--- config.mk ---
export PLATFORM = sky130hd
export DESIGN_NAME = draw_sequencer_flat
export DESIGN_NICKNAME = d
export VERILOG_FILES = /design/src/rtl/draw_pkg.sv /design/src/rtl/draw_sequencer_if.sv /design/src/rtl/draw_sequencer_clear_counter.sv /design/src/rtl/draw_sequencer.sv /design/src/flat_wrapper.sv
export SDC_FILE = /design/constraint.sdc
export NUM_CORES = 1
export LEC_CHECK = 0
export CAP_MARGIN = 20
export CORE_MARGIN = 2
export CORE_UTILIZATION = 35
export CTS_CLUSTER_SIZE = 24
export DETAILED_ROUTE_END_ITERATION = 10
export PLACE_DENSITY = 0.7
export SLEW_MARGIN = 20
export SYNTH_ARGS = -nofsm -noshare
export SYNTH_HDL_FRONTEND = slang
export SYNTH_SLANG_ARGS = --single-unit
--- constraint.sdc ---
create_clock -name clk -period 4.5 [get_ports clk]
set_clock_uncertainty 0.1 [all_clocks]
set_input_delay 0.9 -clock clk [delete_from_list [all_inputs] [get_ports clk]]
set_output_delay 0.9 -clock clk [all_outputs]
set_load 0.1 [all_outputs]
--- src/rtl/draw_pkg.sv ---
// Shared state encoding, default geometry and pixel colours for the draw sequencer.
package draw_pkg;
    localparam int DEF_WIDTH  = 640;
    localparam int DEF_HEIGHT = 480;
    localparam int DEF_X_W    = 10;
    localparam int DEF_Y_W    = 9;

    localparam logic COLOR_BLACK = 1'b0;
    localparam logic COLOR_WHITE = 1'b1;

    typedef enum logic [1:0] {
        ST_IDLE   = 2'd0,
        ST_CLEAR  = 2'd1,
        ST_LAUNCH = 2'd2,
        ST_DRAW   = 2'd3
    } state_e;
endpackage

--- src/rtl/draw_sequencer_if.sv ---
// Request inputs, line drawer handshake and framebuffer write port of the draw sequencer.
interface draw_sequencer_if #(
    parameter int X_W = draw_pkg::DEF_X_W,
    parameter int Y_W = draw_pkg::DEF_Y_W
);
    logic           go;
    logic           clear;
    logic [X_W-1:0] x0;
    logic [X_W-1:0] x1;
    logic [Y_W-1:0] y0;
    logic [Y_W-1:0] y1;
    logic           ld_done;
    logic           ld_wr;
    logic [X_W-1:0] ld_x;
    logic [Y_W-1:0] ld_y;
    logic           ld_start;
    logic [X_W-1:0] ld_x0;
    logic [X_W-1:0] ld_x1;
    logic [Y_W-1:0] ld_y0;
    logic [Y_W-1:0] ld_y1;
    logic           fb_wr;
    logic [X_W-1:0] fb_x;
    logic [Y_W-1:0] fb_y;
    logic           fb_color;
    logic           busy;

    modport master (
        output go, clear, x0, x1, y0, y1, ld_done, ld_wr, ld_x, ld_y,
        input  ld_start, ld_x0, ld_x1, ld_y0, ld_y1, fb_wr, fb_x, fb_y, fb_color, busy
    );

    modport slave (
        input  go, clear, x0, x1, y0, y1, ld_done, ld_wr, ld_x, ld_y,
        output ld_start, ld_x0, ld_x1, ld_y0, ld_y1, fb_wr, fb_x, fb_y, fb_color, busy
    );
endinterface

--- src/rtl/draw_sequencer_clear_counter.sv ---
// Raster x/y counter for the clear pass; flags the bottom-right pixel.
module clear_counter
    import draw_pkg::*;
#(
    parameter int WIDTH  = DEF_WIDTH,
    parameter int HEIGHT = DEF_HEIGHT,
    parameter int X_W    = DEF_X_W,
    parameter int Y_W    = DEF_Y_W
) (
    input  logic           clk,
    input  logic           reset,
    input  logic           clr,
    input  logic           en,
    output logic [X_W-1:0] cx,
    output logic [Y_W-1:0] cy,
    output logic           last
);
    localparam logic [X_W-1:0] X_LAST = X_W'(WIDTH - 1);
    localparam logic [Y_W-1:0] Y_LAST = Y_W'(HEIGHT - 1);

    assign last = (cx == X_LAST) && (cy == Y_LAST);

    always_ff @(posedge clk) begin
        if (reset || clr) begin
            cx <= '0;
            cy <= '0;
        end else if (en) begin
            if (cx == X_LAST) begin
                cx <= '0;
                cy <= (cy == Y_LAST) ? '0 : cy + 1'b1;
            end else begin
                cx <= cx + 1'b1;
            end
        end
    end
endmodule

--- src/rtl/draw_sequencer.sv ---
// Schedules full-screen clears and single line draws onto one framebuffer write port,
// holding at most one pending request of each kind.
module draw_sequencer
    import draw_pkg::*;
#(
    parameter int WIDTH  = DEF_WIDTH,
    parameter int HEIGHT = DEF_HEIGHT,
    parameter int X_W    = DEF_X_W,
    parameter int Y_W    = DEF_Y_W
) (
    input logic             clk,
    input logic             reset,
    draw_sequencer_if.slave bus
);
    // state  | meaning
    // IDLE   | waiting; dispatches a pending clear ahead of a pending draw
    // CLEAR  | writes black to every pixel in raster order
    // LAUNCH | one-cycle start pulse to the line drawer
    // DRAW   | forwards line drawer pixels in white until ld_done
    localparam logic [1:0] IDLE   = ST_IDLE;
    localparam logic [1:0] CLEAR  = ST_CLEAR;
    localparam logic [1:0] LAUNCH = ST_LAUNCH;
    localparam logic [1:0] DRAW   = ST_DRAW;

    logic [1:0]     state, state_nxt;
    logic           pend_go, pend_clr;
    logic           req_go, req_clr, disp_go, disp_clr;
    logic [X_W-1:0] cx, x0_q, x1_q, fb_x_c;
    logic [Y_W-1:0] cy, y0_q, y1_q, fb_y_c;
    logic           cnt_last, fb_wr_c, fb_color_c, ld_start_c;

    // A pulse in the same cycle counts as already pending, so IDLE can dispatch it at once.
    assign req_clr  = pend_clr | bus.clear;
    assign req_go   = pend_go | bus.go;
    assign disp_clr = (state == IDLE) && req_clr;
    assign disp_go  = (state == IDLE) && !req_clr && req_go;

    clear_counter #(
        .WIDTH (WIDTH),
        .HEIGHT(HEIGHT),
        .X_W   (X_W),
        .Y_W   (Y_W)
    ) u_clear_counter (
        .clk  (clk),
        .reset(reset),
        .clr  (state != CLEAR),
        .en   (state == CLEAR),
        .cx   (cx),
        .cy   (cy),
        .last (cnt_last)
    );

    always_comb begin
        state_nxt = state;
        case (state)
            IDLE: begin
                if (req_clr)     state_nxt = CLEAR;
                else if (req_go) state_nxt = LAUNCH;
            end
            CLEAR:   if (cnt_last) state_nxt = IDLE;
            LAUNCH:  state_nxt = DRAW;
            DRAW:    if (bus.ld_done) state_nxt = IDLE;
            default: state_nxt = IDLE;
        endcase
    end

    always_ff @(posedge clk) begin
        if (reset) begin
            state    <= IDLE;
            pend_go  <= 1'b0;
            pend_clr <= 1'b0;
            x0_q     <= '0;
            x1_q     <= '0;
            y0_q     <= '0;
            y1_q     <= '0;
        end else begin
            state    <= state_nxt;
            pend_clr <= req_clr & ~disp_clr;
            pend_go  <= req_go & ~disp_go;
            if (bus.go) begin
                x0_q <= bus.x0;
                x1_q <= bus.x1;
                y0_q <= bus.y0;
                y1_q <= bus.y1;
            end
        end
    end

    always_comb begin
        fb_wr_c    = 1'b0;
        fb_x_c     = '0;
        fb_y_c     = '0;
        fb_color_c = COLOR_BLACK;
        ld_start_c = 1'b0;
        case (state)
            CLEAR: begin
                fb_wr_c = 1'b1;
                fb_x_c  = cx;
                fb_y_c  = cy;
            end
            LAUNCH: ld_start_c = 1'b1;
            DRAW: begin
                fb_wr_c    = bus.ld_wr;
                fb_x_c     = bus.ld_x;
                fb_y_c     = bus.ld_y;
                fb_color_c = COLOR_WHITE;
            end
            default: ;
        endcase
    end

    assign bus.fb_wr    = fb_wr_c;
    assign bus.fb_x     = fb_x_c;
    assign bus.fb_y     = fb_y_c;
    assign bus.fb_color = fb_color_c;
    assign bus.ld_start = ld_start_c;
    assign bus.ld_x0    = x0_q;
    assign bus.ld_x1    = x1_q;
    assign bus.ld_y0    = y0_q;
    assign bus.ld_y1    = y1_q;
    assign bus.busy     = (state != IDLE);
endmodule

--- src/flat_wrapper.sv ---
// flat-port wrapper written by rule: the top's interface ports become plain ports
module draw_sequencer_flat import draw_pkg::*;
#(
    parameter int WIDTH  = DEF_WIDTH,
    parameter int HEIGHT = DEF_HEIGHT,
    parameter int X_W    = DEF_X_W,
    parameter int Y_W    = DEF_Y_W
)
  (clk, reset, bus_go, bus_clear, bus_x0, bus_x1, bus_y0, bus_y1, bus_ld_done, bus_ld_wr, bus_ld_x, bus_ld_y, bus_ld_start, bus_ld_x0, bus_ld_x1, bus_ld_y0, bus_ld_y1, bus_fb_wr, bus_fb_x, bus_fb_y, bus_fb_color, bus_busy);
  draw_sequencer_if #(.X_W(X_W), .Y_W(Y_W)) bus_i ();
  input logic clk;
  input logic reset;
  input wire logic [$bits(bus_i.go)-1:0] bus_go;
  input wire logic [$bits(bus_i.clear)-1:0] bus_clear;
  input wire logic [$bits(bus_i.x0)-1:0] bus_x0;
  input wire logic [$bits(bus_i.x1)-1:0] bus_x1;
  input wire logic [$bits(bus_i.y0)-1:0] bus_y0;
  input wire logic [$bits(bus_i.y1)-1:0] bus_y1;
  input wire logic [$bits(bus_i.ld_done)-1:0] bus_ld_done;
  input wire logic [$bits(bus_i.ld_wr)-1:0] bus_ld_wr;
  input wire logic [$bits(bus_i.ld_x)-1:0] bus_ld_x;
  input wire logic [$bits(bus_i.ld_y)-1:0] bus_ld_y;
  output wire logic [$bits(bus_i.ld_start)-1:0] bus_ld_start;
  output wire logic [$bits(bus_i.ld_x0)-1:0] bus_ld_x0;
  output wire logic [$bits(bus_i.ld_x1)-1:0] bus_ld_x1;
  output wire logic [$bits(bus_i.ld_y0)-1:0] bus_ld_y0;
  output wire logic [$bits(bus_i.ld_y1)-1:0] bus_ld_y1;
  output wire logic [$bits(bus_i.fb_wr)-1:0] bus_fb_wr;
  output wire logic [$bits(bus_i.fb_x)-1:0] bus_fb_x;
  output wire logic [$bits(bus_i.fb_y)-1:0] bus_fb_y;
  output wire logic [$bits(bus_i.fb_color)-1:0] bus_fb_color;
  output wire logic [$bits(bus_i.busy)-1:0] bus_busy;
  assign bus_i.go = bus_go;
  assign bus_i.clear = bus_clear;
  assign bus_i.x0 = bus_x0;
  assign bus_i.x1 = bus_x1;
  assign bus_i.y0 = bus_y0;
  assign bus_i.y1 = bus_y1;
  assign bus_i.ld_done = bus_ld_done;
  assign bus_i.ld_wr = bus_ld_wr;
  assign bus_i.ld_x = bus_ld_x;
  assign bus_i.ld_y = bus_ld_y;
  assign bus_ld_start = bus_i.ld_start;
  assign bus_ld_x0 = bus_i.ld_x0;
  assign bus_ld_x1 = bus_i.ld_x1;
  assign bus_ld_y0 = bus_i.ld_y0;
  assign bus_ld_y1 = bus_i.ld_y1;
  assign bus_fb_wr = bus_i.fb_wr;
  assign bus_fb_x = bus_i.fb_x;
  assign bus_fb_y = bus_i.fb_y;
  assign bus_fb_color = bus_i.fb_color;
  assign bus_busy = bus_i.busy;
  draw_sequencer #(.WIDTH(WIDTH), .HEIGHT(HEIGHT), .X_W(X_W), .Y_W(Y_W)) u_core (.clk(clk), .reset(reset), .bus(bus_i));
endmodule
After elaboration in Yosys (flattened, before gate mapping):

Cells that the tools add are included.

* $mul: 0
* muxes and demuxes: 12
* shifts and indexed selects: 0
* $add $sub $neg: 2
* bitwise operators: 6
* reduce and logical (&&, ||, !) cells: 10
* equal/unequal tests: 9
* $lt $le $gt $ge: 0
* div/mod/pow operators: 0

Operators by type and width (number)
* $pmux W10 S2: 1
* $pmux W9 S2: 1
* $add A10 B1 Y10 const B: 1
* $eq A10 B10 Y1 const B: 1
* $mux W10: 1
* $add A9 B1 Y9 const B: 1
* $eq A9 B9 Y1 const B: 1
* $mux W9: 1
* $mux W2: 4
* $pmux W2 S4: 1
* $eq A2 B2 Y1 const B: 2
* $logic_and A1 B1 Y1: 4
* $ne A2 B1 Y1 const B: 2
* $ne A3 B1 Y1 const B: 1
* $reduce_and A3 Y1: 1
* $and A1 B1 Y1: 2
* $eq A2 B1 Y1 const B: 1
* $logic_not A2 Y1: 1
* $mux W1: 2
* $ne A2 B2 Y1 const B: 1
* $not A1 Y1: 2
* $or A1 B1 Y1: 2
* $pmux W1 S2: 1
* $reduce_and A2 Y1: 1
* 3 further kinds: 3

* memory bits (writable): 0
* input port bits: 63
* logic and storage cells: 48
* bits in latches: 0
* output and inout bits: 61
* memory bits (read-only): 0
* memories: 0
* flip-flop bits (word level): 61

Logic depth before layout (Yosys ltp):

Gate-level depths: netlist of run 1.

* depth in word-level cells: 6
* depth in mapped cells: 6

Hierarchy:

Synthesis of run 1 repeated with hierarchy kept, for this count alone.

* cell total of the unflattened synthesis: 292
* area total of the unflattened synthesis: 2825.2 µm²

By module, submodules not included
* draw_sequencer: cells each 190, area an instance 1888.1 µm², instances 1, seq. area each 840.8 µm²
* clear_counter: cells each 102, area an instance 937.1 µm², instances 1, seq. area each 380.4 µm²

Worst setup path before layout of run 1:

OpenSTA, ideal clock, no wires.

* kind: input to output
* start: in bus_ld_wr
* end: out bus_fb_wr
* data required time: 3500 ps
* path slack: 394 ps
* cell stages on the path: 2
* arrival time: 3106 ps
* buffers on the path: 0
* cells stage by stage: inv_1 -> a21boi_0

* longest elaborated chain between the ends: 1

Ends and longest elaborated chain
* from (decl): line flat_wrapper.sv:20 `input wire logic [$bits(bus_i.ld_wr)-1:0] bus_ld_wr;`
* $pmux W1 S2: line draw_sequencer.sv:95 `case (state)`
* to (decl): line flat_wrapper.sv:28 `output wire logic [$bits(bus_i.fb_wr)-1:0] bus_fb_wr;`

Every way passes these cells.

Final worst setup path of run 1:

* start: reg u_core.state[1]
* end: out bus_fb_x[2]

* longest elaborated chain between the ends: 2
* elaborated cells between the ends (all ways): 3
* classes of those cells: eq/ne: 2; mux: 1

Ends and longest elaborated chain
* from (decl): line draw_sequencer.sv:25 `logic [1:0] state, state_nxt;`
* from (signal assigned): line draw_sequencer.sv:77 `state <= state_nxt;`
* $eq A2 B2 Y1 / $eq A2 B1 Y1 (equally long branches): line draw_sequencer.sv:95
* $pmux W10 S2 *: line draw_sequencer.sv:95
* to (decl): line flat_wrapper.sv:29 `output wire logic [$bits(bus_i.fb_x)-1:0] bus_fb_x;`

Every way passes the cells marked *; elsewhere a longest branch is shown, timed or not.

==> results of run 1 <==
==> area by class of cell <==
type	instances	share of cell area, %
clock inverters	7	2.37
inverters	3	0.267
multi-input cells	204	34.1
flip-flops and latches	61	29.0
repair buffers	126	28.3
clock buffers	9	2.94
well taps	102	3.03
==> logic make-up after synthesis <==
| logic type | share of synthesized area, % |
|---|---|
| and+or+nand+nor | 22.9 |
| DFF | 44.3 |
| muxes | 21.1 |
| buffers and inverters | 3.41 |
| AOI/OAI and AO/OA | 3.54 |
| xor gates and xnor gates | 3.82 |
| adders and majority gates | 0.909 |
==> path summary, 6_finish.rpt <==
path,depth (start not counted),startpoint,to
worst max register to register,4,u_core.state[0],u_core.u_clear_counter.cy[8]
worst min-delay path,1,u_core.u_clear_counter.cx[0],u_core.u_clear_counter.cx[0]
worst max-delay path,4,u_core.state[1],bus_fb_x[2]
worst min register to register,1,u_core.u_clear_counter.cx[0],u_core.u_clear_counter.cx[0]
==> registers in the layout, summed over array words and instances, names as in the netlist <==
register and flops:
u_core.bus.ld_y0 9, u_core.bus.ld_x1 10, u_core.state 2, u_core.u_clear_counter.cy 9, u_core.u_clear_counter.cx 10, u_core.bus.ld_x0 10
u_core.bus.ld_y1 9, u_core.pend_go 1, u_core.pend_clr 1
==> routing by layer <==
layer  track usage, %  vias up  wire (um)
met5                0        -          0
met4             7.48        0        148
met3             7.00       12        729
met2             25.9       91       3080
met1             20.0     1096       2970
li1                 -     1220          -
==> power by group <==
part           total [mW]  internal (mW)  switching (mW)
Clock               0.544          0.313           0.231
Combinational       0.467          0.151           0.316
Sequential          0.603          0.567          0.0368
Total                1.61           1.03           0.583
==> through the flow <==
step	instances	area [um2]
2_1_floorplan	288	2750
3_3_place_gp	496	3990
3_5_place_dp	496	3990
4_1_cts	512	4210
5_1_grt	512	4220
6_report	512	4220
==> cell usage in the layout (no fill, tap or decap), types with 2 or more instances in the layout <==
cell type	netlist	layout
sky130_fd_sc_hd__nand3_1	3	3
sky130_fd_sc_hd__mux2i_1	58	58
sky130_fd_sc_hd__a21oi_1	5	5
sky130_fd_sc_hd__clkbuf_8	0	9
sky130_fd_sc_hd__inv_1	3	3
sky130_fd_sc_hd__bufinv_16	0	2
sky130_fd_sc_hd__clkinvlp_4	0	3
sky130_fd_sc_hd__o21ai_0	2	2
sky130_fd_sc_hd__clkdlybuf4s50_1	0	99
sky130_fd_sc_hd__nor4_1	3	3
sky130_fd_sc_hd__nor2_1	58	58
sky130_fd_sc_hd__nand4_1	3	3
sky130_fd_sc_hd__ha_1	2	2
sky130_fd_sc_hd__nor2b_1	20	20
sky130_fd_sc_hd__buf_4	0	27
sky130_fd_sc_hd__xor2_1	5	5
sky130_fd_sc_hd__nand4b_1	2	2
sky130_fd_sc_hd__and3_1	4	4
sky130_fd_sc_hd__nor3_1	2	2
sky130_fd_sc_hd__dfxtp_1	61	61
sky130_fd_sc_hd__or4_1	3	3
sky130_fd_sc_hd__o31ai_1	2	2
sky130_fd_sc_hd__clkinv_4	0	2
sky130_fd_sc_hd__nand2_1	7	7
sky130_fd_sc_hd__xnor2_1	7	7
==> Implementation_results.wiki, run 1 <==
{| class="wikitable"
! Metric !! Value
|-
| Primary FF master, synth || sky130_fd_sc_hd__dfxtp_1
|-
| Count of distinct cell types in the synthesized netlist || 40
|-
| Maximum level of the CTS H-tree || 3
|-
| Clock-pin slew of the registers on the worst-case setup and hold paths || about 0.07 ns
|-
| Top cell type by total area after synthesis || sky130_fd_sc_hd__dfxtp_1
|-
| Per-cell via count in the routed design || about 4.7
|-
| Via count of the first global-routing pass || around 2400
|-
| Clock insertion delay at the later pin of the skew report || 0.33 ns
|-
| Clock root buffer || sky130_fd_sc_hd__clkbuf_8
|-
| Buffer and inverter count on the worst path || 2
|-
| Relative slew margins || a little under a third
|-
| Final Max Slew Viols || 0
|-
| CP most frequent cell || sky130_fd_sc_hd__buf_4
|-
| Final period demand of the worst path || roughly 3.1 ns
|-
| Share of the clock period used by the worst path || a little over two thirds
|-
| Total Negative Setup Slacks || 0 ns
|-
| Setup slack, reg-to-reg || ~2.2 ns
|-
| Maximum clock frequency || 320 MHz
|-
| Post-CTS Hold Buffers || 0
|-
| GRT overflow || 0
|-
| Number of port buffers || 123
|-
| Total via count after detailed routing || between 2000 and 2500
|-
| Number of buffers on the longest clock path || 2
|-
| Post-synthesis area per instance || about 9.6 um2
|-
| FF+latch count, synth || between 60 and 70
|-
| Crit-path max FO || 21
|-
| Number of buffers created by CTS || 9
|-
| Share of flip-flops with an asynchronous set or reset || 0%
|-
| Average wire per standard cell || roughly 14 um
|-
| DIE HEIGHT || around 93 um
|-
| Final Hold Vio Count || 0
|-
| Number of I/O pins || 124
|-
| Combined flip-flop and latch cell area || roughly 1200 um2
|-
| Number of warnings issued by yosys || 0
|-
| Clock tree from TritonCTS || yes
|-
| Area contributors post-synth || sky130_fd_sc_hd__dfxtp_1, sky130_fd_sc_hd__mux2i_1, sky130_fd_sc_hd__nor2_1
|-
| Gpl congestion || between 0.7 and 0.8
|-
| Die width || ~93 um
|-
| Final design utilization || between 50% and 60%
|-
| Chain of cells forming the critical path || buf_4, mux2i_1, nor2b_1, buf_4
|-
| Count of fill cells added during filler insertion || 701
|-
| Smallest setup slack after layout || ~1.4 ns
|-
| Area taken by multi-input logic gates || between 1000 and 1500 um2
|-
| Core outline area || between 7000 and 8000 um2
|-
| Outcome || completed
|-
| Top delay family on crit path || flip-flops
|-
| Endpoint arrival time on the critical path || between 2 and 2.5 ns
|-
| Number of resized instances in the post-cts repair step || 0
|-
| Master of the slowest instance on the critical path || sky130_fd_sc_hd__dfxtp_1
|-
| DIE AREA || ~8600 um2
|-
| Worst min-delay path class || reg2reg
|-
| First-pass GRT wire length || ~11 mm
|-
| Pin count of the biggest net entering global routing || 45
|-
| Commonest cells in the netlist || sky130_fd_sc_hd__dfxtp_1, sky130_fd_sc_hd__mux2i_1, sky130_fd_sc_hd__nor2_1
|-
| Library cell with the highest instance count after synthesis || sky130_fd_sc_hd__dfxtp_1
|-
| Layout-stage area growth over the synthesis result || 53.1%
|-
| Number of rows created at floorplan || 32
|-
| Peak supply drop || 0.000290 V
|-
| Share of synthesized area occupied by flip-flops and latches || roughly 44%
|-
| Tot GR Track Use || 16.6%
|-
| Remaining number of nets flagged by the antenna check after routing || 0
|-
| Number of nets produced by synthesis || ~350
|-
| Share of the synthesized area in the top cell type || approximately 44%
|-
| Initial drt markers || just over 60
|-
| Number of enable flip-flop cells after synthesis || 0
|-
| Antenna diode count || 0
|-
| Power Total || approximately 1.6 mW
|-
| Netlist area before placement || approximately 2800 um2
|-
| Critical Path RT || between 3 and 4 ns
|-
| Kind of end point of the critical path || primary output
|-
| Max Cap Viol || 0
|-
| Slowest Stage Delay on Critical Path || just under 1 ns
|-
| Transition time of the tightest slew-check pin || slightly above 1 ns
|-
| Startpoint type of the worst setup path || flip-flop
|-
| Final wirelength || 6.92 mm
|-
| Critical path start-end classification || reg2out
|-
| Share of layout cells above drive strength 1 || between 10 and 15%
|-
| Post-DP HPWL || ~4.9 mm
|-
| 1st-pass router iterations || 4
|-
| Number of nets in the final layout || between 400 and 500
|-
| Setup repair after global routing missed its margin || no
|-
| Worst-case hold slack || between 0.3 and 0.4 ns
|-
| Pwr dens || ~380 nW/um2
|-
| Standby leakage power || about 1.7 nW
|-
| Gate Count Post-Synth || around 290
|-
| Number of sinks driven by the clock tree || between 60 and 70
|-
| Final setup viols || 0
|-
| Setup bufs post-CTS || 0
|-
| Initial cell density of the core || between 30% and 40%
|-
| Worst setup slack after placement || 1.59 ns
|-
| Initial antenna violation count || 0
|-
| Detailed-route DRC error count || 0
|}
Note: power is estimated with default switching activity, not from simulation.
==> run 2: changes to the inputs <==
PLACE_DENSITY = 0.73   (was 0.7)
clock period = 2.7 ns   (was 4.5 ns; I/O delays follow)
==> run 2 against run 1 <==
Sequential power up 63%. Cell count up 0.39%. Final area up 6.6%. Critical path type unchanged. Worst setup slack worse by 0.95 ns. Register-to-register slack worse by 1.5 ns. Sequential cell count unchanged. Worst hold slack worse by 0.020 ns. Via count up 1.7%. Clock power up 67%. Critical path depth down 1. Global-route usage up 0.32 points. Largest cell class unchanged.
==> Implementation_results.wiki, run 2 (synthesis gave the netlist of run 1 again) <==
{| class="wikitable"
! Metric !! Value
|-
| Detailed-route DRC error count || 0
|-
| Layout-stage area growth over the synthesis result || 63.3%
|-
| Core outline area || 7690 um2
|-
| Number of resized instances in the post-cts repair step || 0
|-
| Post-CTS Hold Buffers || 0
|-
| Final Max Slew Viols || 0
|-
| Number of buffers created by CTS || 9
|-
| Transition time of the tightest slew-check pin || about 0.53 ns
|-
| Initial cell density of the core || roughly 36%
|-
| Setup repair after global routing missed its margin || no
|-
| Critical path start-end classification || reg2out
|-
| GRT overflow || 0
|-
| 1st-pass router iterations || 4
|-
| Final design utilization || about three fifths
|-
| Outcome || completed
|-
| Kind of end point of the critical path || primary output
|-
| Final wirelength || about 7 mm
|-
| Highest-count cells in the layout ignoring fill and taps || sky130_fd_sc_hd__clkdlybuf4s50_1, sky130_fd_sc_hd__dfxtp_1, sky130_fd_sc_hd__mux2i_1, sky130_fd_sc_hd__nor2_1, sky130_fd_sc_hd__buf_4
|-
| Tot GR Track Use || roughly 17%
|-
| Endpoint arrival time on the critical path || about 1.6 ns
|-
| Pwr dens || ~620 nW/um2
|-
| Clock root buffer || sky130_fd_sc_hd__clkbuf_8
|-
| Switching pwr || about 1 mW
|-
| Internal power || around 1.8 mW
|-
| Final setup viols || 0
|-
| Comb pwr share || 31.8%
|-
| Crit-path max FO || 20
|-
| Critical Path RT || 2.06 ns
|-
| Final period demand of the worst path || 2.28 ns
|-
| Startpoint type of the worst setup path || flip-flop
|-
| Clock-pin slew of the registers on the worst-case setup and hold paths || ~0.070 ns
|-
| Number of rows created at floorplan || 32
|-
| Setup bufs post-CTS || 0
|-
| Maximum clock frequency || roughly 440 MHz
|-
| Max Cap Viol || 0
|-
| Gpl congestion || slightly above 0.8
|-
| Share of layout cells above drive strength 1 || a little over a quarter
|-
| Total Negative Setup Slacks || 0 ns
|-
| Number of sinks driven by the clock tree || 61
|-
| Final Hold Vio Count || 0
|-
| Worst min-delay path class || reg2reg
|-
| Average wire per standard cell || around 14 um
|-
| Maximum level of the CTS H-tree || 3
|-
| Share of total power in sequential cells || a little over a third
|-
| Post-DP HPWL || around 5.2 mm
|-
| Total via count after detailed routing || around 2500
|-
| First-pass GRT wire length || between 10 and 15 mm
|-
| Initial drt markers || 61
|-
| DIE AREA || ~8600 um2
|-
| Standby leakage power || approximately 1.8 nW
|-
| Relative slew margins || between 60 and 70%
|-
| Antenna diode count || 0
|-
| Via count of the first global-routing pass || around 2500
|-
| Die width || 92.7 um
|-
| Peak supply drop || between 0.0005 and 0.0006 V
|-
| Number of buffers on the longest clock path || 2
|-
| Number of I/O pins || about 120
|-
| Initial antenna violation count || 0
|-
| Clock insertion delay at the later pin of the skew report || approximately 0.34 ns
|-
| Number of port buffers || 123
|-
| Clock power share || about a third
|-
| Number of nets in the final layout || 472
|-
| Clock tree from TritonCTS || yes
|-
| Pin count of the biggest net entering global routing || 31
|-
| Switching part of the total power || a little over a third
|-
| Remaining number of nets flagged by the antenna check after routing || 0
|-
| Per-cell via count in the routed design || ~4.8
|-
| Share of the clock period used by the worst path || between 80% and 90%
|-
| DIE HEIGHT || 92.7 um
|}
==> run 2: changes by cell type in the layout (fill, tap and decap cells not counted) <==
cell	change
sky130_fd_sc_hd__clkdlybuf4s50_1	-38
sky130_fd_sc_hd__buf_12	+25
sky130_fd_sc_hd__nor2b_1	-20
sky130_fd_sc_hd__nor2b_2	+20
sky130_fd_sc_hd__buf_4	+14
sky130_fd_sc_hd__a21boi_0	-1
sky130_fd_sc_hd__a21boi_1	+1
sky130_fd_sc_hd__buf_2	+1
==> run 2: path summary, 6_finish.rpt <==
| kind | startpoint | end | cells past startpoint | slack (ns) |
|---|---|---|---|---|
| max reg2reg | u_core.u_clear_counter.cx[0] | u_core.u_clear_counter.cy[7] | 5 | 0.68 |
| min | u_core.u_clear_counter.cx[0] | u_core.u_clear_counter.cx[0] | 1 | 0.37 |
| min reg2reg | u_core.u_clear_counter.cx[0] | u_core.u_clear_counter.cx[0] | 1 | 0.37 |
| max | u_core.state[0] | bus_fb_y[5] | 3 | 0.42 |
==> run 2: power groups by stage <==
stage,Clock [mW],Combinational (mW),Sequential [mW]
2_1_floorplan,0,0.365,1.23
3_3_place_gp,0,0.880,1.00
3_5_place_dp,0,0.889,1.00
4_1_cts,0.923,0.890,0.983
5_1_grt,0.954,0.922,0.990
6_report,0.906,0.882,0.982
==> run 2: cell type report <==
| cell class | instances | area [um2] |
|---|---|---|
| clock buffer | 9 | 124 |
| clock inverter | 7 | 100 |
| fill | 675 | 3190 |
| inverter | 3 | 11.3 |
| multi-input combinational | 204 | 1490 |
| sequential | 61 | 1220 |
| tap | 102 | 128 |
| timing repair buffer | 128 | 1420 |
==> run 2: worst max-delay path: stages, from the launching register on <==
cell                      delay, ns
sky130_fd_sc_hd__dfxtp_1       0.59
sky130_fd_sc_hd__buf_4         0.29
sky130_fd_sc_hd__nor2b_2       0.23
sky130_fd_sc_hd__buf_12        0.19
==> run 2: through the flow <==
stage               worst slack, ns  area [um2]  total power, mW  hold slack, ns  std cells
detailed placement            0.573        4270             1.89           0.359        498
global route                  0.270        4500             2.87           0.392        514
global placement              0.578        4270             1.88           0.346        498
finish                        0.422        4500             2.77           0.369        514
CTS                           0.380        4500             2.80           0.375        514
floorplan                    -0.145        2800             1.59           0.325        288
==> run 2: layer usage <==
metal | part of all wire (%) | global-route usage, %
met5 | 0 | 0
met4 | 2.8 | 8.46
met3 | 9.9 | 6.27
met2 | 44 | 26.9
met1 | 43 | 20.1
==> run 3: changes to the inputs <==
clock period = 2 ns   (was 2.7 ns; I/O delays follow)
==> run 3 against run 2 <==
Non-clock buffer count up 18. Cell count grew 3.5%. Total power is 34% higher.
==> Implementation_results.wiki, run 3 (synthesis gave the netlist of run 1 again) <==
{| class="wikitable"
! Metric !! Value
|-
| Power Total || ~3.7 mW
|-
| Most common cell after layout, fill and taps aside || sky130_fd_sc_hd__clkdlybuf4s50_1
|-
| Startpoint type of the worst setup path || flip-flop
|-
| Maximum level of the CTS H-tree || 3
|-
| Standard cell area after detailed placement || around 4500 um2
|-
| Initial antenna violation count || 0
|-
| Critical path start-end classification || reg2out
|-
| Worst min-delay path class || reg2reg
|-
| Average wire per standard cell || roughly 14 um
|-
| Clock tree from TritonCTS || yes
|-
| Post-CTS Hold Buffers || 0
|-
| Clock root buffer || sky130_fd_sc_hd__clkbuf_8
|-
| Number of nets in the final layout || slightly below 500
|-
| Highest-count cells in the layout ignoring fill and taps || sky130_fd_sc_hd__clkdlybuf4s50_1, sky130_fd_sc_hd__dfxtp_1, sky130_fd_sc_hd__nor2_1
|-
| CP most frequent cell || sky130_fd_sc_hd__buf_12
|-
| Buffer and inverter count on the worst path || 2
|-
| Standby leakage power || between 1.5 and 2 nW
|-
| Antenna diode count || 0
|-
| Initial cell density of the core || between 30% and 40%
|-
| Die width || roughly 90 um
|-
| Number of rows created at floorplan || 32
|-
| Layout-stage area growth over the synthesis result || 72.7%
|-
| Setup bufs post-CTS || 0
|-
| Setup repair after global routing missed its margin || no
|-
| Critical Path RT || approximately 1.5 ns
|-
| Total via count after detailed routing || 2504
|-
| Relative slew margins || about 73%
|-
| Number of port buffers || 123
|-
| Clock insertion delay at the later pin of the skew report || 0.34 ns
|-
| Total Negative Setup Slacks || 0 ns
|-
| Master of the slowest instance on the critical path || sky130_fd_sc_hd__dfxtp_4
|-
| Number of buffers created by CTS || 9
|-
| Chain of cells forming the critical path || buf_12, mux2i_1, nor2b_4, buf_12
|-
| Crit-path max FO || 10
|-
| Transition time of the tightest slew-check pin || just over 0.4 ns
|-
| Kind of end point of the critical path || primary output
|-
| GRT overflow || 0
|-
| Outcome || completed
|-
| Core outline area || a little under 8000 um2
|-
| Share of the clock period used by the worst path || 96.9%
|-
| Pin count of the biggest net entering global routing || 37
|-
| Top delay family on crit path || flip-flops
|-
| Final setup viols || 0
|-
| Gpl congestion || 0.863
|-
| Via count of the first global-routing pass || ~2600
|-
| Endpoint arrival time on the critical path || 1.44 ns
|-
| Number of sinks driven by the clock tree || 61
|-
| Maximum clock frequency || roughly 520 MHz
|-
| Share of layout cells above drive strength 1 || about a third
|-
| Peak supply drop || approximately 0.00057 V
|-
| Final standard cell area without fillers || approximately 4800 um2
|-
| DIE AREA || approximately 8600 um2
|-
| Number of I/O pins || 124
|-
| Initial drt markers || between 60 and 70
|-
| Tot GR Track Use || between 10% and 20%
|-
| Clock-pin slew of the registers on the worst-case setup and hold paths || roughly 0.070 ns
|-
| Final Max Slew Viols || 0
|-
| Final wirelength || roughly 7.5 mm
|-
| Final Hold Vio Count || 0
|-
| 1st-pass router iterations || 4
|-
| Pwr dens || 780 nW/um2
|-
| Per-cell via count in the routed design || 4.71
|-
| Detailed-route DRC error count || 0
|-
| Final period demand of the worst path || a little under 2 ns
|-
| Max Cap Viol || 0
|-
| Post-DP HPWL || between 5 and 6 mm
|-
| Number of buffers on the longest clock path || 2
|-
| Slowest Stage Delay on Critical Path || around 0.40 ns
|-
| DIE HEIGHT || 92.7 um
|-
| Remaining number of nets flagged by the antenna check after routing || 0
|-
| First-pass GRT wire length || approximately 12 mm
|}
## run 3: cell types whose count changed in the layout (fill, tap and decap cells not counted), moves of 2 or more
| cell | delta |
|---|---|
| sky130_fd_sc_hd__buf_4 | +16 |
| sky130_fd_sc_hd__clkinv_2 | +2 |
| sky130_fd_sc_hd__clkinv_4 | -2 |
| sky130_fd_sc_hd__mux2i_1 | -8 |
| sky130_fd_sc_hd__mux2i_2 | +8 |
| sky130_fd_sc_hd__nor2b_2 | -15 |
| sky130_fd_sc_hd__nor2b_4 | +15 |
## run 3: routing by layer
layer / up-vias / GRT usage [%] / wire [um]
met1: 1124 / 20.4 / 3180
met5: - / 0 / 0
li1: 1254 / - / -
met4: 0 / 9.19 / 190
met3: 15 / 5.70 / 618
met2: 111 / 29.0 / 3490
## run 3: report_power, final
part	switching [mW]	internal, mW	total (mW)
combinational	0.806	0.496	1.30
clock	0.489	0.604	1.09
sequential	0.0399	1.28	1.32
total	1.33	2.38	3.71
## run 3: worst reg2reg max path: stages (launching register included)
cell and delay (ns):
sky130_fd_sc_hd__dfxtp_1 0.35, sky130_fd_sc_hd__ha_2 0.24, sky130_fd_sc_hd__nand4bb_4 0.14, sky130_fd_sc_hd__or4_4 0.55, sky130_fd_sc_hd__or3_1 0.34, sky130_fd_sc_hd__a21oi_2 0.14
## run 3: what timing repair did
action,CTS,global route
cloned,0,1
gates resized for setup,6,6
setup endpoints to repair,15,15
## run 3: path summary, 6_finish.rpt
kind / from / cells past startpoint / to / slack (ns)
worst min-delay path: u_core.bus.ld_x0[0] / 2 / u_core.bus.ld_x0[0] / 0.40
worst max register to register: u_core.u_clear_counter.cx[1] / 5 / u_core.u_clear_counter.cy[8] / 0.08
worst max-delay path: u_core.state[1] / 4 / bus_fb_y[8] / 0.06
worst min register to register: u_core.bus.ld_x0[0] / 2 / u_core.bus.ld_x0[0] / 0.40
## run 3: per-stage QoR
stage | std cells | worst slack [ns] | utilization [%] | hold slack, ns
finish | 532 | 0.0622 | 61.9 | 0.397
global route | 532 | 0.00221 | 61.9 | 0.427
CTS | 531 | -0.00218 | 61.3 | 0.401
detailed placement | 515 | 0.0528 | 58.4 | 0.381
global placement | 515 | 0.109 | 58.4 | 0.374
floorplan | 288 | -0.277 | - | 0.325
## run 3: final cells by class
type	instances	area [um2]
sequential	61	1220
timing repair buffer	146	1590
multi-input combinational	204	1600
inverter	3	11.3
clock inverter	6	62.6
clock buffer	10	138
fill	667	2930
tap	102	128
